==> config.mk <==
export PLATFORM = sky130hd
export DESIGN_NAME = mem_access_controller_flat
export DESIGN_NICKNAME = d
export VERILOG_FILES = /design/src/rtl/mem_access_controller_if.sv /design/src/rtl/mem_access_controller.sv /design/src/flat_wrapper.sv
export SDC_FILE = /design/constraint.sdc
export NUM_CORES = 1
export LEC_CHECK = 0
export ABC_AREA = 1
export CAP_MARGIN = 25
export CORE_AREA = 5 5 82 84
export CTS_CLUSTER_DIAMETER = 200
export CTS_CLUSTER_SIZE = 30
export DETAILED_ROUTE_END_ITERATION = 8
export DIE_AREA = 0 0 87 89
export DONT_BUFFER_PORTS = 1
export GPL_TIMING_DRIVEN = 0
export HOLD_SLACK_MARGIN = 0.12
export PLACE_DENSITY = 0.8
export SLEW_MARGIN = 20
export SYNTH_ARGS = -nofsm -noshare
export SYNTH_HDL_FRONTEND = slang
export SYNTH_SLANG_ARGS = --single-unit
==> constraint.sdc <==
create_clock -name clk -period 5.3 [get_ports clk]
set_input_delay 0.265 -clock clk [delete_from_list [all_inputs] [get_ports clk]]
set_output_delay 0.265 -clock clk [all_outputs]
set_load 0.01 [all_outputs]
==> src/rtl/mem_access_controller_if.sv <==
// Command/response and RAM-port bundle for mem_access_controller.
// slave = the controller itself; master = CPU-side initiator plus RAM.
interface mem_access_controller_if #(
  parameter int ADDR_W = 8,
  parameter int DATA_W = 8
);
  logic              cmd_valid;
  logic              cmd_ready;
  logic [1:0]        cmd_op;
  logic [ADDR_W-1:0] cmd_addr;
  logic [ADDR_W-1:0] cmd_dst;
  logic [7:0]        cmd_len;
  logic [DATA_W-1:0] cmd_wdata;
  logic              rsp_valid;
  logic [DATA_W-1:0] rsp_rdata;
  logic              rsp_err;
  logic              busy;
  logic [ADDR_W-1:0] mem_address;
  logic              mem_write_enable;
  logic [DATA_W-1:0] mem_data_in;
  logic [DATA_W-1:0] mem_data_out;

  modport slave (
    input  cmd_valid, cmd_op, cmd_addr, cmd_dst, cmd_len, cmd_wdata, mem_data_out,
    output cmd_ready, rsp_valid, rsp_rdata, rsp_err, busy,
           mem_address, mem_write_enable, mem_data_in
  );

  modport master (
    output cmd_valid, cmd_op, cmd_addr, cmd_dst, cmd_len, cmd_wdata, mem_data_out,
    input  cmd_ready, rsp_valid, rsp_rdata, rsp_err, busy,
           mem_address, mem_write_enable, mem_data_in
  );
endinterface

==> src/rtl/mem_access_controller.sv <==
// Sole master of the 256x8 synchronous data RAM: executes load, store and
// ascending block-copy commands and reports completion with a one-cycle pulse.
module mem_access_controller #(
  parameter int ADDR_W = 8,
  parameter int DATA_W = 8
) (
  input  logic                     clk,
  input  logic                     reset,
  mem_access_controller_if.slave   bus
);

  typedef enum logic [2:0] {
    IDLE   = 3'd0,
    RD     = 3'd1,
    CAP    = 3'd2,
    WR     = 3'd3,
    CP_RD  = 3'd4,
    CP_CAP = 3'd5,
    CP_WR  = 3'd6,
    DONE   = 3'd7
  } state_t;

  state_t            state_q, state_d;
  logic [ADDR_W-1:0] src_q, src_d;
  logic [ADDR_W-1:0] dst_q, dst_d;
  logic [7:0]        len_q, len_d;
  logic [7:0]        idx_q, idx_d;
  logic              err_q, err_d;
  logic [DATA_W-1:0] rdata_q, rdata_d;
  logic [ADDR_W-1:0] addr_q, addr_d;
  logic [DATA_W-1:0] din_q, din_d;
  logic              we_q, we_d;
  logic              rsp_valid_q, rsp_valid_d;
  logic              rsp_err_q, rsp_err_d;
  logic [7:0]        idx_nxt_s;

  assign idx_nxt_s = idx_q + 8'd1;

  // Next-state and next-output logic; RAM port values are staged one state ahead.
  always_comb begin
    state_d     = state_q;
    src_d       = src_q;
    dst_d       = dst_q;
    len_d       = len_q;
    idx_d       = idx_q;
    err_d       = err_q;
    rdata_d     = rdata_q;
    addr_d      = addr_q;
    din_d       = din_q;
    we_d        = 1'b0;
    rsp_valid_d = 1'b0;
    rsp_err_d   = 1'b0;
    case (state_q)
      IDLE: begin
        if (bus.cmd_valid) begin
          src_d = bus.cmd_addr;
          dst_d = bus.cmd_dst;
          len_d = bus.cmd_len;
          idx_d = 8'd0;
          err_d = 1'b0;
          case (bus.cmd_op)
            2'b00: begin
              state_d = RD;
              addr_d  = bus.cmd_addr;
            end
            2'b01: begin
              state_d = WR;
              addr_d  = bus.cmd_addr;
              din_d   = bus.cmd_wdata;
              we_d    = 1'b1;
            end
            2'b10: begin
              if (bus.cmd_len == 8'd0) begin
                state_d = DONE;
              end else begin
                state_d = CP_RD;
                addr_d  = bus.cmd_addr;
              end
            end
            default: begin
              state_d = DONE;
              err_d   = 1'b1;
            end
          endcase
        end else begin
          state_d = IDLE;
        end
      end
      RD:     state_d = CAP;
      CAP: begin
        rdata_d = bus.mem_data_out;
        state_d = DONE;
      end
      WR:     state_d = DONE;
      CP_RD:  state_d = CP_CAP;
      CP_CAP: begin
        // The write-data register doubles as the one-byte copy buffer.
        din_d   = bus.mem_data_out;
        addr_d  = dst_q + ADDR_W'(idx_q);
        we_d    = 1'b1;
        state_d = CP_WR;
      end
      CP_WR: begin
        if (idx_q == len_q - 8'd1) begin
          state_d = DONE;
        end else begin
          idx_d   = idx_nxt_s;
          addr_d  = src_q + ADDR_W'(idx_nxt_s);
          state_d = CP_RD;
        end
      end
      DONE: begin
        rsp_valid_d = 1'b1;
        rsp_err_d   = err_q;
        state_d     = IDLE;
      end
      default: state_d = IDLE;
    endcase
  end

  // State and datapath registers with synchronous reset.
  always_ff @(posedge clk) begin
    if (reset) begin
      state_q     <= IDLE;
      src_q       <= '0;
      dst_q       <= '0;
      len_q       <= 8'd0;
      idx_q       <= 8'd0;
      err_q       <= 1'b0;
      rdata_q     <= '0;
      addr_q      <= '0;
      din_q       <= '0;
      we_q        <= 1'b0;
      rsp_valid_q <= 1'b0;
      rsp_err_q   <= 1'b0;
    end else begin
      state_q     <= state_d;
      src_q       <= src_d;
      dst_q       <= dst_d;
      len_q       <= len_d;
      idx_q       <= idx_d;
      err_q       <= err_d;
      rdata_q     <= rdata_d;
      addr_q      <= addr_d;
      din_q       <= din_d;
      we_q        <= we_d;
      rsp_valid_q <= rsp_valid_d;
      rsp_err_q   <= rsp_err_d;
    end
  end

  // Gating with reset keeps an aborting reset edge from committing a pending write.
  assign bus.mem_write_enable = we_q & ~reset;
  assign bus.mem_address      = addr_q;
  assign bus.mem_data_in      = din_q;
  assign bus.cmd_ready        = (state_q == IDLE);
  assign bus.busy             = (state_q != IDLE);
  assign bus.rsp_valid        = rsp_valid_q;
  assign bus.rsp_err          = rsp_err_q;
  assign bus.rsp_rdata        = rdata_q;

endmodule
==> src/flat_wrapper.sv <==
// flat-port wrapper written by rule: the top's interface ports become plain ports
module mem_access_controller_flat 
#(
  parameter int ADDR_W = 8,
  parameter int DATA_W = 8
)
  (clk, reset, bus_cmd_valid, bus_cmd_op, bus_cmd_addr, bus_cmd_dst, bus_cmd_len, bus_cmd_wdata, bus_mem_data_out, bus_cmd_ready, bus_rsp_valid, bus_rsp_rdata, bus_rsp_err, bus_busy, bus_mem_address, bus_mem_write_enable, bus_mem_data_in);
  mem_access_controller_if #(.ADDR_W(ADDR_W), .DATA_W(DATA_W)) bus_i ();
  input  logic clk;
  input  logic reset;
  input wire logic [$bits(bus_i.cmd_valid)-1:0] bus_cmd_valid;
  input wire logic [$bits(bus_i.cmd_op)-1:0] bus_cmd_op;
  input wire logic [$bits(bus_i.cmd_addr)-1:0] bus_cmd_addr;
  input wire logic [$bits(bus_i.cmd_dst)-1:0] bus_cmd_dst;
  input wire logic [$bits(bus_i.cmd_len)-1:0] bus_cmd_len;
  input wire logic [$bits(bus_i.cmd_wdata)-1:0] bus_cmd_wdata;
  input wire logic [$bits(bus_i.mem_data_out)-1:0] bus_mem_data_out;
  output wire logic [$bits(bus_i.cmd_ready)-1:0] bus_cmd_ready;
  output wire logic [$bits(bus_i.rsp_valid)-1:0] bus_rsp_valid;
  output wire logic [$bits(bus_i.rsp_rdata)-1:0] bus_rsp_rdata;
  output wire logic [$bits(bus_i.rsp_err)-1:0] bus_rsp_err;
  output wire logic [$bits(bus_i.busy)-1:0] bus_busy;
  output wire logic [$bits(bus_i.mem_address)-1:0] bus_mem_address;
  output wire logic [$bits(bus_i.mem_write_enable)-1:0] bus_mem_write_enable;
  output wire logic [$bits(bus_i.mem_data_in)-1:0] bus_mem_data_in;
  assign bus_i.cmd_valid = bus_cmd_valid;
  assign bus_i.cmd_op = bus_cmd_op;
  assign bus_i.cmd_addr = bus_cmd_addr;
  assign bus_i.cmd_dst = bus_cmd_dst;
  assign bus_i.cmd_len = bus_cmd_len;
  assign bus_i.cmd_wdata = bus_cmd_wdata;
  assign bus_i.mem_data_out = bus_mem_data_out;
  assign bus_cmd_ready = bus_i.cmd_ready;
  assign bus_rsp_valid = bus_i.rsp_valid;
  assign bus_rsp_rdata = bus_i.rsp_rdata;
  assign bus_rsp_err = bus_i.rsp_err;
  assign bus_busy = bus_i.busy;
  assign bus_mem_address = bus_i.mem_address;
  assign bus_mem_write_enable = bus_i.mem_write_enable;
  assign bus_mem_data_in = bus_i.mem_data_in;
  mem_access_controller #(.ADDR_W(ADDR_W), .DATA_W(DATA_W)) u_core (.clk(clk), .reset(reset), .bus(bus_i));
endmodule
======== After elaboration in Yosys (flattened, before gate mapping) ========
Cells that the tools add are included.
cells by class
  add/sub/neg operators ................... 4
  equality and inequality tests ........... 15
  muxes and demuxes ....................... 21
  bitwise gates (word level) .............. 3
  reduce and logical (&&, ||, !) cells .... 15
operators with widths
  kind                 number
  $mux 8               7
  $pmux 8 s2           3
  $pmux 8 s3           1
  $pmux 3 s7           1
  $add 8x8->8          2
  $eq 3x3->1 const B   4
  $pmux 3 s3           1
  $add 8x1->8 const B  1
  $eq 8x8->1           1
  $logic_not 8->1      1
  $sub 8x1->8 const B  1
  $eq 3x2->1 const B   2
  $reduce_and 3->1     2
  $reduce_bool 3->1    2
  $reduce_or 2->1      3
  $reduce_and 5->1     1
  $mux 1               4
  $mux 2               2
  $ne 2x2->1 const B   2
  $reduce_bool 2->1    2
  $eq 3x1->1 const B   1
  $logic_not 3->1      1
  $mux 3               1
  $ne 3x2->1 const B   1
  other kinds (10)     11
storage, ports and cells
  flip-flop bits (word level) ............. 63
  input port bits ......................... 45
  output and inout bits ................... 29
  word-level logic and storage cells ...... 70

======== Longest topological paths before layout ========
  depth after elaboration ................. 5
  depth in mapped cells ................... 16
  mapped depth without buffers ............ 16

======== Worst setup path before layout ========
OpenSTA, ideal clock, no wires.
  path type ............................... register -> register
  start ................................... reg u_core.idx_q[1]
  end ..................................... reg u_core.addr_q[7] (netlist: u_core.bus.mem_address[7])
  library setup time ...................... 0.113 ns
  arrival ................................. 1.988 ns
  data required time ...................... 5.187 ns
  slack ................................... 3.199 ns
  cell stages (with the launch flop) ...... 16
  path buffers ............................ 0
  clock period less this slack ............ 2.101 ns
  cell sequence ........................... dfxtp_1 > ha_1 > nand2_1 > nor3_1 > xor2_1 > ha_1 > a21oi_1 > o21ai_0 > inv_1 > nand2_1 > inv_1 > nand2_1 > nand3_1 > nand2_1 > nor2_1 > nor2_1
between the ends
  longest elaborated chain between the ends .. 4
  elaborated cells between the ends (all ways) .. 8
  those cells by class .................... add/sub: 3; eq/ne: 2; mux: 2; reduce/logical: 1
RTL lines
  item                    RTL line                      text
  start, declared         mem_access_controller.sv:27   logic [7:0] idx_q, idx_d;
  start signal, assigned  mem_access_controller.sv:141  idx_q <= idx_d;
  $add 8x1->8             mem_access_controller.sv:37   assign idx_nxt_s = idx_q + 8'd1;
  $add 8x8->8             mem_access_controller.sv:108  addr_d = src_q + ADDR_W'(idx_nxt_s);
  $mux 8                  mem_access_controller.sv:104  if (idx_q == len_q - 8'd1) begin
  $pmux 8 s3              mem_access_controller.sv:53   case (state_q)
  end signal, assigned    mem_access_controller.sv:144  addr_q <= addr_d;
  end, declared           mem_access_controller.sv:30   logic [ADDR_W-1:0] addr_q, addr_d;
Several ways; a longest one is shown, not always the timed one. The select of a mux whose other input is x is not followed.
A chain may end at the register's enable or synchronous reset.

======== Worst setup path after layout ========
Ends and elaborated chain as after synthesis.

==> flow_metrics.env <==
export IMPL_crit_end="u_core.bus.mem_address[7]"
export IMPL_die_h_um=89
export IMPL_path_max_fanout=6
export IMPL_clkPwrFrac_pct=29.6
export IMPL_grt_pass1_wl_um=17300
export IMPL_fin_skew_ns=0.00845
export IMPL_cts_made_buffers=9
export IMPL_initial_core_util_pct=63.7
export IMPL_synth_warnings=0
export IMPL_drt_iter0_markers=345
export IMPL_io_buffer_count=0
export IMPL_regArea_um2=1260
export IMPL_seqPwrFrac_pct=40.4
export IMPL_grt_overflow=0
export IMPL_power_density_nw_per_um2=354
export IMPL_clock_latency_ns=0.35
export IMPL_syn_area_um2=3730
export IMPL_antenna_found_initial=0
export IMPL_peakVddDrop_mv=0.378
export IMPL_crit_path_start_kind="register"
export IMPL_synthTopCellsByCount="nand2_1, dfxtp_1, inv_1, a21oi_1, nand3_1"
export IMPL_outcome="finished clean"
export IMPL_grt_max_degree=12
export IMPL_yosysMostFrequentCell="nand2_1"
export IMPL_gp_congestion=0.945
export IMPL_nFillCells=462
export IMPL_ctsResizeCount=0
export IMPL_syn_num_nets=617
export IMPL_synth_top_area_share_pct=33.8
export IMPL_dp_worst_setup_slack_ns=2.81
export IMPL_multi_input_comb_area_um2=2130
export IMPL_p_int_w=0.000978
export IMPL_reg2reg_depth=15
export IMPL_hold_viol=0
export IMPL_rsz0062_at_grt="false"
export IMPL_synthDistinctLibCells=34
export IMPL_die_w_um=87
export IMPL_r2r_end="u_core.bus.mem_address[7]"
export IMPL_drive_above_1_share_pct=8.46
export IMPL_crit_path_end_kind="register"
export IMPL_grtUsageTotal_pct=28.9
export IMPL_ys_seq_area_share_pct=33.8
export IMPL_syn_inst=554
export IMPL_root_buffer="clkbuf_8"
export IMPL_pwr_share_comb_pct=30.0
export IMPL_synth_edf_count=0
export IMPL_drtPass1Iterations=5
export IMPL_cts_setup_buffers=0
export IMPL_switching_share_pct=36.9
export IMPL_cts_tree="yes"
export IMPL_grt_pass1_vias=3698
export IMPL_wl_per_cell_um=15.6
export IMPL_dp_hpwl_um=7460
export IMPL_leakage_nw=2.02
export IMPL_yosys_register_bits=63
export IMPL_setup_viol=0
export IMPL_fin_cells=678
export IMPL_fp_coreArea_um2=5850
export IMPL_clkTransAtPathRegs_ns=0.07
export IMPL_startpoint="u_core.idx_q[1]"
export IMPL_rrSetupSlack_ns=2.77
export IMPL_fin_crit_sh_pct=47.7
export IMPL_syn_to_final_growth_pct=17.3
export IMPL_critical_path_arrival_ns=2.77
export IMPL_required_ns=5.54
export IMPL_synthFlopType="dfxtp_1"
export IMPL_relSlewSlack_pct=52.6
export IMPL_async_reset_ff_share_pct=0
export IMPL_cts_num_sinks=63
export IMPL_min_period_ns=2.53
export IMPL_place_inst=629
export IMPL_antenna_cells=0
export IMPL_r2r_start="u_core.idx_q[1]"
export IMPL_via_count=3893
export IMPL_syn_avg_cell_area_um2=6.73
export IMPL_fin_ws_ns=2.77
export IMPL_postRouteAntennaNets=0
export IMPL_min_from="bus_cmd_len[1]"
export IMPL_hold_path_class="in -> reg"
export IMPL_critPathKind="reg -> reg"
export IMPL_worst_pin_slew_ns=0.704
export IMPL_fmax_ghz=0.395
export IMPL_cap_violations=0
export IMPL_fin_nets=662
export IMPL_setup_tns_ns=0
export IMPL_whs_path_depth=2
export IMPL_std_cell_rows=28
export IMPL_drt_wl_total_um=10500
export IMPL_die_area_um2=7740
export IMPL_htree_num_levels=3
export IMPL_drv_slew=0
export IMPL_clock_path_buffers=2
export IMPL_p_switching_w=0.000571
export IMPL_vias_per_cell=5.74
export IMPL_synth_area_leaders="dfxtp_1, nand2_1, a21oi_1, nand3_1, inv_1"
export IMPL_io_pins=74
export IMPL_drc=0
export IMPL_yosysTopAreaCell="dfxtp_1"
## routing by layer
metal,wire (um),part of all wire [%],GRT usage [%],vias up
li1,-,-,-,1899
met1,4170,40,33.8,1749
met2,5020,48,48.4,202
met3,982,9.3,8.76,43
met4,380,3.6,14.0,0
met5,0,0,0,-
## cell type report
cell class,instances,share of cell area (%)
Inverter,64,5.67
Sequential cell,63,28.9
Tap cell,75,2.15
Buffer,17,2.03
Clock buffer,10,2.92
Multi-Input combinational cell,410,48.7
Timing Repair Buffer,34,7.79
Clock inverter,5,1.89
## kinds of logic after synthesis
group           Yosys count  share of synthesized area, %
compound gates          103                          14.5
xor+xnor                 12                          2.82
fa+ha+maj                18                          6.45
buf+inv                  81                          9.03
flops                    63                          33.8
simple gates            277                          33.3
## per-stage QoR
stage	hold WS, ns	utilization, %	cell area (um^2)	total power [W]
2_1_floorplan	0.393	-	3730	0.000964
3_3_place_gp	0.395	65.3	3820	0.00105
3_5_place_dp	0.402	65.3	3820	0.00106
4_1_cts	0.120	74.7	4370	0.00153
5_1_grt	0.124	74.7	4370	0.00164
6_report	0.120	74.7	4370	0.00155
## layout by cell type (no fill, tap or decap), types with 7 or more instances in the layout
cell / Yosys / routed
ha_1: 16 / 16
nand4_1: 7 / 7
buf_2: 7 / 7
inv_1: 58 / 58
dlygate4sd3_1: 0 / 34
clkbuf_8: 0 / 9
nand3_1: 49 / 49
a31oi_1: 10 / 10
nand2_1: 149 / 149
clkbuf_1: 7 / 8
o21ai_0: 30 / 30
dfxtp_1: 63 / 63
nor2_1: 47 / 47
a21oi_1: 53 / 53
## worst min-delay path by stage
stage	to	slack, ns
floorplan	u_core.bus.rsp_rdata[2]	0.39
global placement	u_core.bus.rsp_rdata[5]	0.40
detailed placement	u_core.bus.rsp_rdata[4]	0.40
CTS	u_core.len_q[1]	0.12
global route	u_core.len_q[0]	0.12
finish	u_core.len_q[1]	0.12
## worst max-delay path: stages, from the launching register on
cell,delay (ns)
dfxtp_1,0.50
ha_1,0.24
nand2_1,0.11
nor3_1,0.23
xor2_1,0.28
ha_1,0.32
a21oi_1,0.15
o21ai_0,0.09
inv_1,0.06
nand2_1,0.06
inv_1,0.05
nand2_1,0.05
nand3_1,0.09
nand2_1,0.08
nor2_1,0.08
nor2_1,0.05
## power by group through the flow
stage          clock network [W]  logic, W  registers [W]
2_1_floorplan                  0  0.000347       0.000617
3_3_place_gp                   0  0.000416       0.000631
3_5_place_dp                   0  0.000428       0.000634
4_1_cts                 0.000458  0.000452       0.000624
5_1_grt                 0.000485  0.000522       0.000634
6_report                0.000458  0.000464       0.000626
## flip-flops by register name, indices dropped and copies added, names as in the netlist
signal                  cells
u_core.idx_q                8
u_core.dst_q                8
u_core.bus.mem_address      8
u_core.bus.rsp_rdata        8
u_core.state_q              3
u_core.src_q                8
u_core.err_q                1
u_core.we_q                 1
u_core.len_q                8
u_core.bus.rsp_valid        1
u_core.bus.mem_data_in      8
u_core.bus.rsp_err          1
## what timing repair did
action	CTS	global route
endpoints found under the setup margin	0	0
hold buffers	34	0
hold endpoints to repair	34	0
No activity file was read; power rests on OpenSTA's default activity.
